### src/rtl/ghost_scheduler_pkg.sv
// ghost_pkg: shared constants for the ghost scheduler.
// Holds direction encodings, grid size, FSM state encoding, the scatter
// corner constants and the wall-map index helper.
package ghost_pkg;

  // Path finder direction encoding
  localparam logic [1:0] DIR_UP    = 2'b00;
  localparam logic [1:0] DIR_DOWN  = 2'b01;
  localparam logic [1:0] DIR_LEFT  = 2'b10;
  localparam logic [1:0] DIR_RIGHT = 2'b11;

  // Playfield geometry
  localparam int GRID_W   = 18;
  localparam int GRID_H   = 5;
  localparam int MAP_BITS = GRID_W * GRID_H;
  localparam logic [4:0] MAX_X = 5'd17;
  localparam logic [4:0] MAX_Y = 5'd4;

  // Sweep FSM state encoding
  localparam logic [2:0] ST_IDLE   = 3'd0;
  localparam logic [2:0] ST_ISSUE  = 3'd1;
  localparam logic [2:0] ST_SAMPLE = 3'd2;
  localparam logic [2:0] ST_MOVE   = 3'd3;
  localparam logic [2:0] ST_DONE   = 3'd4;

  // Scatter corners: index 0 (0,0), 1 (17,0), 2 (0,4), 3 (17,4)
  localparam logic [4:0] CORNER_X_LO = 5'd0;
  localparam logic [4:0] CORNER_X_HI = 5'd17;
  localparam logic [4:0] CORNER_Y_LO = 5'd0;
  localparam logic [4:0] CORNER_Y_HI = 5'd4;

  function automatic logic [4:0] corner_x(input logic [1:0] sel);
    return sel[0] ? CORNER_X_HI : CORNER_X_LO;
  endfunction

  function automatic logic [4:0] corner_y(input logic [1:0] sel);
    return sel[1] ? CORNER_Y_HI : CORNER_Y_LO;
  endfunction

  // Wall-map bit index x + 18*y, evaluated at 7 bits (max 89)
  function automatic logic [6:0] map_index(input logic [4:0] x, input logic [4:0] y);
    return {2'b00, x} + (7'd18 * {2'b00, y});
  endfunction

endpackage

### src/rtl/ghost_scheduler_if.sv
// ghost_scheduler_if: link between the scheduler and the shared
// combinational path finder. The scheduler (master) drives the current and
// target cells; the path finder (slave) answers with a direction.
interface ghost_scheduler_if;
  logic [4:0] path_cur_x;
  logic [4:0] path_cur_y;
  logic [4:0] path_tgt_x;
  logic [4:0] path_tgt_y;
  logic [1:0] path_dir;

  modport master (
    output path_cur_x, path_cur_y, path_tgt_x, path_tgt_y,
    input  path_dir
  );

  modport slave (
    input  path_cur_x, path_cur_y, path_tgt_x, path_tgt_y,
    output path_dir
  );
endinterface

### src/rtl/ghost_scheduler_step.sv
// ghost_step: combinational single-cell move of one ghost.
// The ghost stays put when it already sits on its target, when the step
// would leave the 18x5 grid (checked before any add/subtract so no 5-bit
// wrap can occur), or when the destination cell is a wall.
module ghost_step
  import ghost_pkg::*;
(
  input  logic [4:0]  x,
  input  logic [4:0]  y,
  input  logic [1:0]  dir,
  input  logic [4:0]  tgt_x,
  input  logic [4:0]  tgt_y,
  input  logic [0:89] map,
  output logic [4:0]  next_x,
  output logic [4:0]  next_y
);

  logic       at_target;
  logic       in_bounds;
  logic       wall;
  logic [4:0] dest_x;
  logic [4:0] dest_y;
  logic [6:0] dest_idx;

  // Decide the destination cell and whether the ghost may enter it
  always_comb begin
    at_target = (x == tgt_x) && (y == tgt_y);
    dest_x    = x;
    dest_y    = y;
    in_bounds = 1'b0;
    case (dir)
      DIR_UP: begin
        if (y != 5'd0) begin
          in_bounds = 1'b1;
          dest_y    = y - 5'd1;
        end else begin
          in_bounds = 1'b0;
        end
      end
      DIR_DOWN: begin
        if (y < MAX_Y) begin
          in_bounds = 1'b1;
          dest_y    = y + 5'd1;
        end else begin
          in_bounds = 1'b0;
        end
      end
      DIR_LEFT: begin
        if (x != 5'd0) begin
          in_bounds = 1'b1;
          dest_x    = x - 5'd1;
        end else begin
          in_bounds = 1'b0;
        end
      end
      DIR_RIGHT: begin
        if (x < MAX_X) begin
          in_bounds = 1'b1;
          dest_x    = x + 5'd1;
        end else begin
          in_bounds = 1'b0;
        end
      end
      default: begin
        in_bounds = 1'b0;
      end
    endcase
    dest_idx = map_index(dest_x, dest_y);
    // An index past the map can only come from a corrupted position; treat it as a wall
    if (dest_idx < 7'd90) begin
      wall = map[dest_idx];
    end else begin
      wall = 1'b1;
    end
    if (!at_target && in_bounds && !wall) begin
      next_x = dest_x;
      next_y = dest_y;
    end else begin
      next_x = x;
      next_y = y;
    end
  end

endmodule

### src/rtl/ghost_scheduler.sv
// ghost_scheduler: time-multiplexes one shortest-path direction finder over
// NUM_GHOSTS ghosts. Each move_tick starts a sweep that serves the ghosts in
// index order (ISSUE -> SAMPLE -> MOVE per ghost) and then pulses sweep_done.
// Owns all ghost positions and the sticky caught flag.
// Optional feature macro: GHOST_SCATTER_EN adds scatter_mode, which sends
// each ghost to a corner chosen by its index instead of chasing pacman.
module ghost_scheduler
  import ghost_pkg::*;
#(
  parameter int NUM_GHOSTS = 4,
  parameter int HOME_X     = 7,
  parameter int HOME_Y     = 2
) (
  input  logic                    clk,
  input  logic                    rst_n,
  input  logic                    move_tick,
  input  logic [0:89]             map,
  input  logic [4:0]              pac_x,
  input  logic [4:0]              pac_y,
`ifdef GHOST_SCATTER_EN
  input  logic                    scatter_mode,
`endif
  ghost_scheduler_if.master       path,
  output logic [5*NUM_GHOSTS-1:0] ghost_x,
  output logic [5*NUM_GHOSTS-1:0] ghost_y,
  output logic                    busy,
  output logic                    sweep_done,
  output logic                    caught,
  input  logic                    clear_caught
);

  logic [2:0] state;
  logic [2:0] idx;
  logic [2:0] nxt_idx;
  logic [4:0] pac_lx;
  logic [4:0] pac_ly;
  logic [1:0] dir;
  logic [4:0] cur_x;
  logic [4:0] cur_y;
  logic [4:0] tgt_x;
  logic [4:0] tgt_y;
  logic [4:0] gx [NUM_GHOSTS];
  logic [4:0] gy [NUM_GHOSTS];

  logic [4:0] sel_x;
  logic [4:0] sel_y;
  logic [4:0] load_x;
  logic [4:0] load_y;
  logic [4:0] start_tx;
  logic [4:0] start_ty;
  logic [4:0] next_tx;
  logic [4:0] next_ty;
  logic [4:0] step_x;
  logic [4:0] step_y;

`ifdef GHOST_SCATTER_EN
  logic scatter_l;
`endif

  assign path.path_cur_x = cur_x;
  assign path.path_cur_y = cur_y;
  assign path.path_tgt_x = tgt_x;
  assign path.path_tgt_y = tgt_y;

  for (genvar g = 0; g < NUM_GHOSTS; g++) begin : g_pack
    assign ghost_x[5*g +: 5] = gx[g];
    assign ghost_y[5*g +: 5] = gy[g];
  end

  assign nxt_idx = idx + 3'd1;

  // Select the ghost being moved and the ghost to be loaded next
  always_comb begin
    sel_x  = gx[0];
    sel_y  = gy[0];
    load_x = gx[0];
    load_y = gy[0];
    for (int i = 0; i < NUM_GHOSTS; i++) begin
      sel_x  = (idx == 3'(i))     ? gx[i] : sel_x;
      sel_y  = (idx == 3'(i))     ? gy[i] : sel_y;
      load_x = (nxt_idx == 3'(i)) ? gx[i] : load_x;
      load_y = (nxt_idx == 3'(i)) ? gy[i] : load_y;
    end
  end

  // Targets for ghost 0 at sweep start and for the next ghost in the sweep
  always_comb begin
`ifdef GHOST_SCATTER_EN
    if (scatter_mode) begin
      start_tx = corner_x(2'b00);
      start_ty = corner_y(2'b00);
    end else begin
      start_tx = pac_x;
      start_ty = pac_y;
    end
    if (scatter_l) begin
      next_tx = corner_x(nxt_idx[1:0]);
      next_ty = corner_y(nxt_idx[1:0]);
    end else begin
      next_tx = pac_lx;
      next_ty = pac_ly;
    end
`else
    start_tx = pac_x;
    start_ty = pac_y;
    next_tx  = pac_lx;
    next_ty  = pac_ly;
`endif
  end

  ghost_step u_step (
    .x      (sel_x),
    .y      (sel_y),
    .dir    (dir),
    .tgt_x  (tgt_x),
    .tgt_y  (tgt_y),
    .map    (map),
    .next_x (step_x),
    .next_y (step_y)
  );

  // Sweep sequencing: FSM, ghost index, latched pacman and path finder inputs
  always_ff @(posedge clk or negedge rst_n) begin
    if (!rst_n) begin
      state      <= ST_IDLE;
      idx        <= 3'd0;
      busy       <= 1'b0;
      sweep_done <= 1'b0;
      pac_lx     <= 5'd0;
      pac_ly     <= 5'd0;
      dir        <= 2'b00;
      cur_x      <= 5'd0;
      cur_y      <= 5'd0;
      tgt_x      <= 5'd0;
      tgt_y      <= 5'd0;
`ifdef GHOST_SCATTER_EN
      scatter_l  <= 1'b0;
`endif
    end else begin
      case (state)
        ST_IDLE: begin
          sweep_done <= 1'b0;
          if (move_tick) begin
            pac_lx    <= pac_x;
            pac_ly    <= pac_y;
`ifdef GHOST_SCATTER_EN
            scatter_l <= scatter_mode;
`endif
            idx       <= 3'd0;
            busy      <= 1'b1;
            cur_x     <= gx[0];
            cur_y     <= gy[0];
            tgt_x     <= start_tx;
            tgt_y     <= start_ty;
            state     <= ST_ISSUE;
          end else begin
            state     <= ST_IDLE;
          end
        end
        ST_ISSUE: begin
          state <= ST_SAMPLE;
        end
        ST_SAMPLE: begin
          dir   <= path.path_dir;
          state <= ST_MOVE;
        end
        ST_MOVE: begin
          if (idx == 3'(NUM_GHOSTS - 1)) begin
            busy       <= 1'b0;
            sweep_done <= 1'b1;
            state      <= ST_DONE;
          end else begin
            idx   <= nxt_idx;
            cur_x <= load_x;
            cur_y <= load_y;
            tgt_x <= next_tx;
            tgt_y <= next_ty;
            state <= ST_ISSUE;
          end
        end
        ST_DONE: begin
          sweep_done <= 1'b0;
          state      <= ST_IDLE;
        end
        default: begin
          busy       <= 1'b0;
          sweep_done <= 1'b0;
          idx        <= 3'd0;
          state      <= ST_IDLE;
        end
      endcase
    end
  end

  // Ghost position registers: only the indexed ghost changes, and only in MOVE
  always_ff @(posedge clk or negedge rst_n) begin
    if (!rst_n) begin
      for (int i = 0; i < NUM_GHOSTS; i++) begin
        gx[i] <= 5'(HOME_X + i);
        gy[i] <= 5'(HOME_Y);
      end
    end else if (state == ST_MOVE) begin
      for (int i = 0; i < NUM_GHOSTS; i++) begin
        if (idx == 3'(i)) begin
          gx[i] <= step_x;
          gy[i] <= step_y;
        end
      end
    end
  end

  // Sticky caught flag; a catch in the same cycle as a clear takes priority
  always_ff @(posedge clk or negedge rst_n) begin
    if (!rst_n) begin
      caught <= 1'b0;
    end else if ((state == ST_MOVE) && (step_x == pac_lx) && (step_y == pac_ly)) begin
      caught <= 1'b1;
    end else if (clear_caught) begin
      caught <= 1'b0;
    end
  end

endmodule

### src/flat_wrapper.sv
// flat-port wrapper written by rule: the top's interface ports become plain ports
module ghost_scheduler_flat import ghost_pkg::*;
#(
  parameter int NUM_GHOSTS = 4,
  parameter int HOME_X     = 7,
  parameter int HOME_Y     = 2
)
  (clk, rst_n, move_tick, map, pac_x, pac_y, ghost_x, ghost_y, busy, sweep_done, caught, clear_caught, path_path_cur_x, path_path_cur_y, path_path_tgt_x, path_path_tgt_y, path_path_dir);
  ghost_scheduler_if path_i ();
  input  logic clk;
  input  logic rst_n;
  input  logic move_tick;
  input  logic [0:89] map;
  input  logic [4:0] pac_x;
  input  logic [4:0] pac_y;
  output logic [5*NUM_GHOSTS-1:0] ghost_x;
  output logic [5*NUM_GHOSTS-1:0] ghost_y;
  output logic busy;
  output logic sweep_done;
  output logic caught;
  input  logic clear_caught;
  output wire logic [$bits(path_i.path_cur_x)-1:0] path_path_cur_x;
  output wire logic [$bits(path_i.path_cur_y)-1:0] path_path_cur_y;
  output wire logic [$bits(path_i.path_tgt_x)-1:0] path_path_tgt_x;
  output wire logic [$bits(path_i.path_tgt_y)-1:0] path_path_tgt_y;
  input wire logic [$bits(path_i.path_dir)-1:0] path_path_dir;
  assign path_path_cur_x = path_i.path_cur_x;
  assign path_path_cur_y = path_i.path_cur_y;
  assign path_path_tgt_x = path_i.path_tgt_x;
  assign path_path_tgt_y = path_i.path_tgt_y;
  assign path_i.path_dir = path_path_dir;
  ghost_scheduler #(.NUM_GHOSTS(NUM_GHOSTS), .HOME_X(HOME_X), .HOME_Y(HOME_Y)) u_core (.clk(clk), .rst_n(rst_n), .move_tick(move_tick), .map(map), .pac_x(pac_x), .pac_y(pac_y), .path(path_i), .ghost_x(ghost_x), .ghost_y(ghost_y), .busy(busy), .sweep_done(sweep_done), .caught(caught), .clear_caught(clear_caught));
endmodule
### config.mk
export PLATFORM = sky130hd
export DESIGN_NAME = ghost_scheduler_flat
export DESIGN_NICKNAME = d
export VERILOG_FILES = /design/src/rtl/ghost_scheduler_pkg.sv /design/src/rtl/ghost_scheduler_if.sv /design/src/rtl/ghost_scheduler_step.sv /design/src/rtl/ghost_scheduler.sv /design/src/flat_wrapper.sv
export SDC_FILE = /design/constraint.sdc
export NUM_CORES = 1
export LEC_CHECK = 0
export ABC_AREA = 1
export CORE_MARGIN = 5
export CORE_UTILIZATION = 45
export CTS_CLUSTER_DIAMETER = 30
export CTS_CLUSTER_SIZE = 40
export DETAILED_ROUTE_END_ITERATION = 10
export MAX_ROUTING_LAYER = met4
export PLACE_DENSITY_LB_ADDON = 0.2
export SLEW_MARGIN = 0
export SYNTH_ARGS = -nofsm -noshare
export SYNTH_HDL_FRONTEND = slang
export SYNTH_SLANG_ARGS = --single-unit
### constraint.sdc
create_clock -name clk -period 4.9 [get_ports clk]
set_input_delay 0.49 -clock clk [delete_from_list [all_inputs] [get_ports clk]]
set_output_delay 0.49 -clock clk [all_outputs]
set_load 0.01 [all_outputs]
==> results.cfg <==
[status]
outcome = complete, but fails checks
violations = capacitance limit, slew limit

[setup_path]
crit_arrival_ns = 4.98
setup.worst_path.start_class = flop
r2r.worst_path.cells = 30
cp_common_cell = nand2_1
crit-reg2reg-capture = u_core.caught
r2r_start = u_core.idx[2]
crit_start = u_core.idx[2]
cpMaxStageDelayCell = dfrtp_1
max_stage_delay_ns = 0.39
crit_end = u_core.caught
required_ns = 5.13
critPathCaptureType = flop
regToRegSetupSlack_ns = 0.15
crit_type = flop to flop
crit_fanout = 8

[routing]
first_pass_iters = 7
via_per_inst = 5.27
drc = 0
vias = 7176
wl_um = 21500
ant_nets = 0
routedWlPerCell_um = 15.8
first_iter_violations = 556

[place]
dpl.cell_count = 1333
place_area_um2 = 8460
gp_congestion = 0.942
hpwlAfterDp_um = 16000
port_buffers = 168

[die]
rows = 43
die_x_um = 128
core_area_um2 = 13800
die-area_um2 = 16400
start_util_pct = 45.6
io_pins = 169
die_y_um = 128

[global_route]
grt_pass1_wl_um = 33400
grt.overflow.total = 0
grt_pass1_vias = 6430
antenna_found_initial = 0
grt_start_max_net_pins = 82
track_usage_pct = 25.8

[finish]
nNetsFinal = 1299
drive_above_1_share_pct = 17.0
final_cell_count_no_fill = 1361
area_delta_synth_final_pct = 46.5
fill_cells = 1194
n_antenna_cell = 0
finish.instance_area_um2 = 9200

[yosys]
ys_seq_area_share_pct = 32.5
synth.distinct_cells = 38
avgSynthCellArea_um2 = 6.52
synth_flop_cell = dfrtp_1
synth_edf_count = 0
yosysTopAreaCellShare_pct = 27.5
syn-instance-count = 962
syn-cell-area_um2 = 6280
synthTopCellsByArea = dfrtp_1, nand2_1, nand3_1, inv_1, o21ai_0
netlist_top_cells_count = nand2_1, inv_1, nand3_1
yosys_warnings = 0
synth_seq_cells = 81
syn_nets = 1085
async_flop_share_pct = 100
yosys.area.top_type = dfrtp_1
synth_most_common_cell = nand2_1

[timing]
period_share_pct = 97.0
rsz0062_at_grt = yes
max_freq_mhz = 210
setup_violations = 0
slew_viol_final = 14
hold_viol_final = 0
min_period_ns = 4.75
slew_headroom_pct = -0.476
fin_skew_ns = 0.00868
worst_pin_slew_ns = 1.51
final.setup.tns_ns = 0

[clock_tree]
cts-htree-levels = 3
clockBufferDepth = 2
cts-root-buf = clkbuf_16
postCtsHoldBufs = 0
cts.clk_slew.worst_paths_ns = 0.06
cts_buffers = 9
clk_latency_ns = 0.34
clock-sinks = 81
cts_tree = yes

[run]
max_cap_viol_count = 1

[hold_path]
worstHoldPathType = primary input to async pin
kinds of logic after synthesis:
group                      Yosys count  share of synthesized area, %
adders and majority gates           17                          3.51
DFF                                 81                          32.5
buffers and inverters              173                          11.6
and+or+nand+nor                    527                          36.5
xor gates and xnor gates            11                          1.54
AOI/OAI and AO/OA                  153                          14.3
state kept, by name, indices dropped and copies added (netlist names), 2 cells and up:
| signal | flops |
|---|---|
| u_core.ghost_x | 20 |
| u_core.ghost_y | 20 |
| u_core.next_tx | 5 |
| u_core.next_ty | 5 |
| u_core.path.path_cur_x | 5 |
| u_core.path.path_cur_y | 5 |
| u_core.path.path_tgt_x | 5 |
| u_core.path.path_tgt_y | 5 |
| u_core.idx | 3 |
| u_core.state | 3 |
| u_core.dir | 2 |
placed cells by master, fill, tap and decap left out, types with 20 or more instances in the layout:
cell             netlist  routed
clkdlybuf4s50_1        0     167
buf_4                  2      71
o21ai_0               67      61
nand2_1              294     277
nor2_1                67      61
a21oi_1               23      21
dfrtp_1               69      69
nand3_1              117     106
o211ai_1              27      27
nand2_2               11      20
inv_1                121     113
area by class of cell:
cell class	count	area (um^2)	share of cell area (%)
Clock buffer	10	229	2.49
Clock inverter	6	67.6	0.735
Inverter	126	475	5.17
Multi-Input combinational cell	709	3830	41.7
Sequential cell	81	2040	22.2
Tap cell	180	225	2.45
Timing Repair Buffer	248	2320	25.2
Timing Repair inverter	1	7.51	0.0816
metal layers:
layer	track usage (%)	wire length (um)
met4	4.37	237
met1	37.8	9810
met3	4.75	1970
met2	37.9	9490
met5	-	0
worst min path at each step:
stage	startpoint	end	slack [ns]	cells after the start
after floorplan	rst_n	u_core.busy	0.19	0
after global placement	u_core.busy	u_core.busy	0.48	2
after detailed placement	u_core.ghost_x[1]	u_core.ghost_x[1]	0.50	2
after CTS	rst_n	u_core.ghost_x[3]	0.36	1
after global routing	rst_n	u_core.ghost_y[8]	0.41	1
final	rst_n	u_core.path.path_cur_x[3]	0.31	1
per-stage QoR:
step                      utilization [%]  setup WS [ns]  hold WS, ns
after global routing                 66.8         -0.235        0.414
final                                66.8          0.146        0.306
after global placement               61.4        -0.0846        0.481
after CTS                            63.7         0.0147        0.365
after detailed placement             61.4         -0.167        0.498
after floorplan                         -         0.0524        0.194
worst max-delay path, delay by kind of cell, from the launching register on:
kind	cells	cell delay [ns]
xor+xnor	2	0.40
fa+ha+maj	2	0.51
compound gates	5	0.67
simple gates	15	1.78
flops	1	0.39
buf+inv	6	0.90
what timing repair did:
item                                    4_1_cts  5_1_grt
resized for setup                             7       89
endpoints found under the hold margin         0        0
pin swaps                                     0       21
gates cloned                                  0        2
buffers inserted                              0       10
endpoints found under the setup margin       38       41
Power is left out: the tool's default activity adds up to more than one toggle a clock period on the data nets, which glitch-free logic cannot reach.
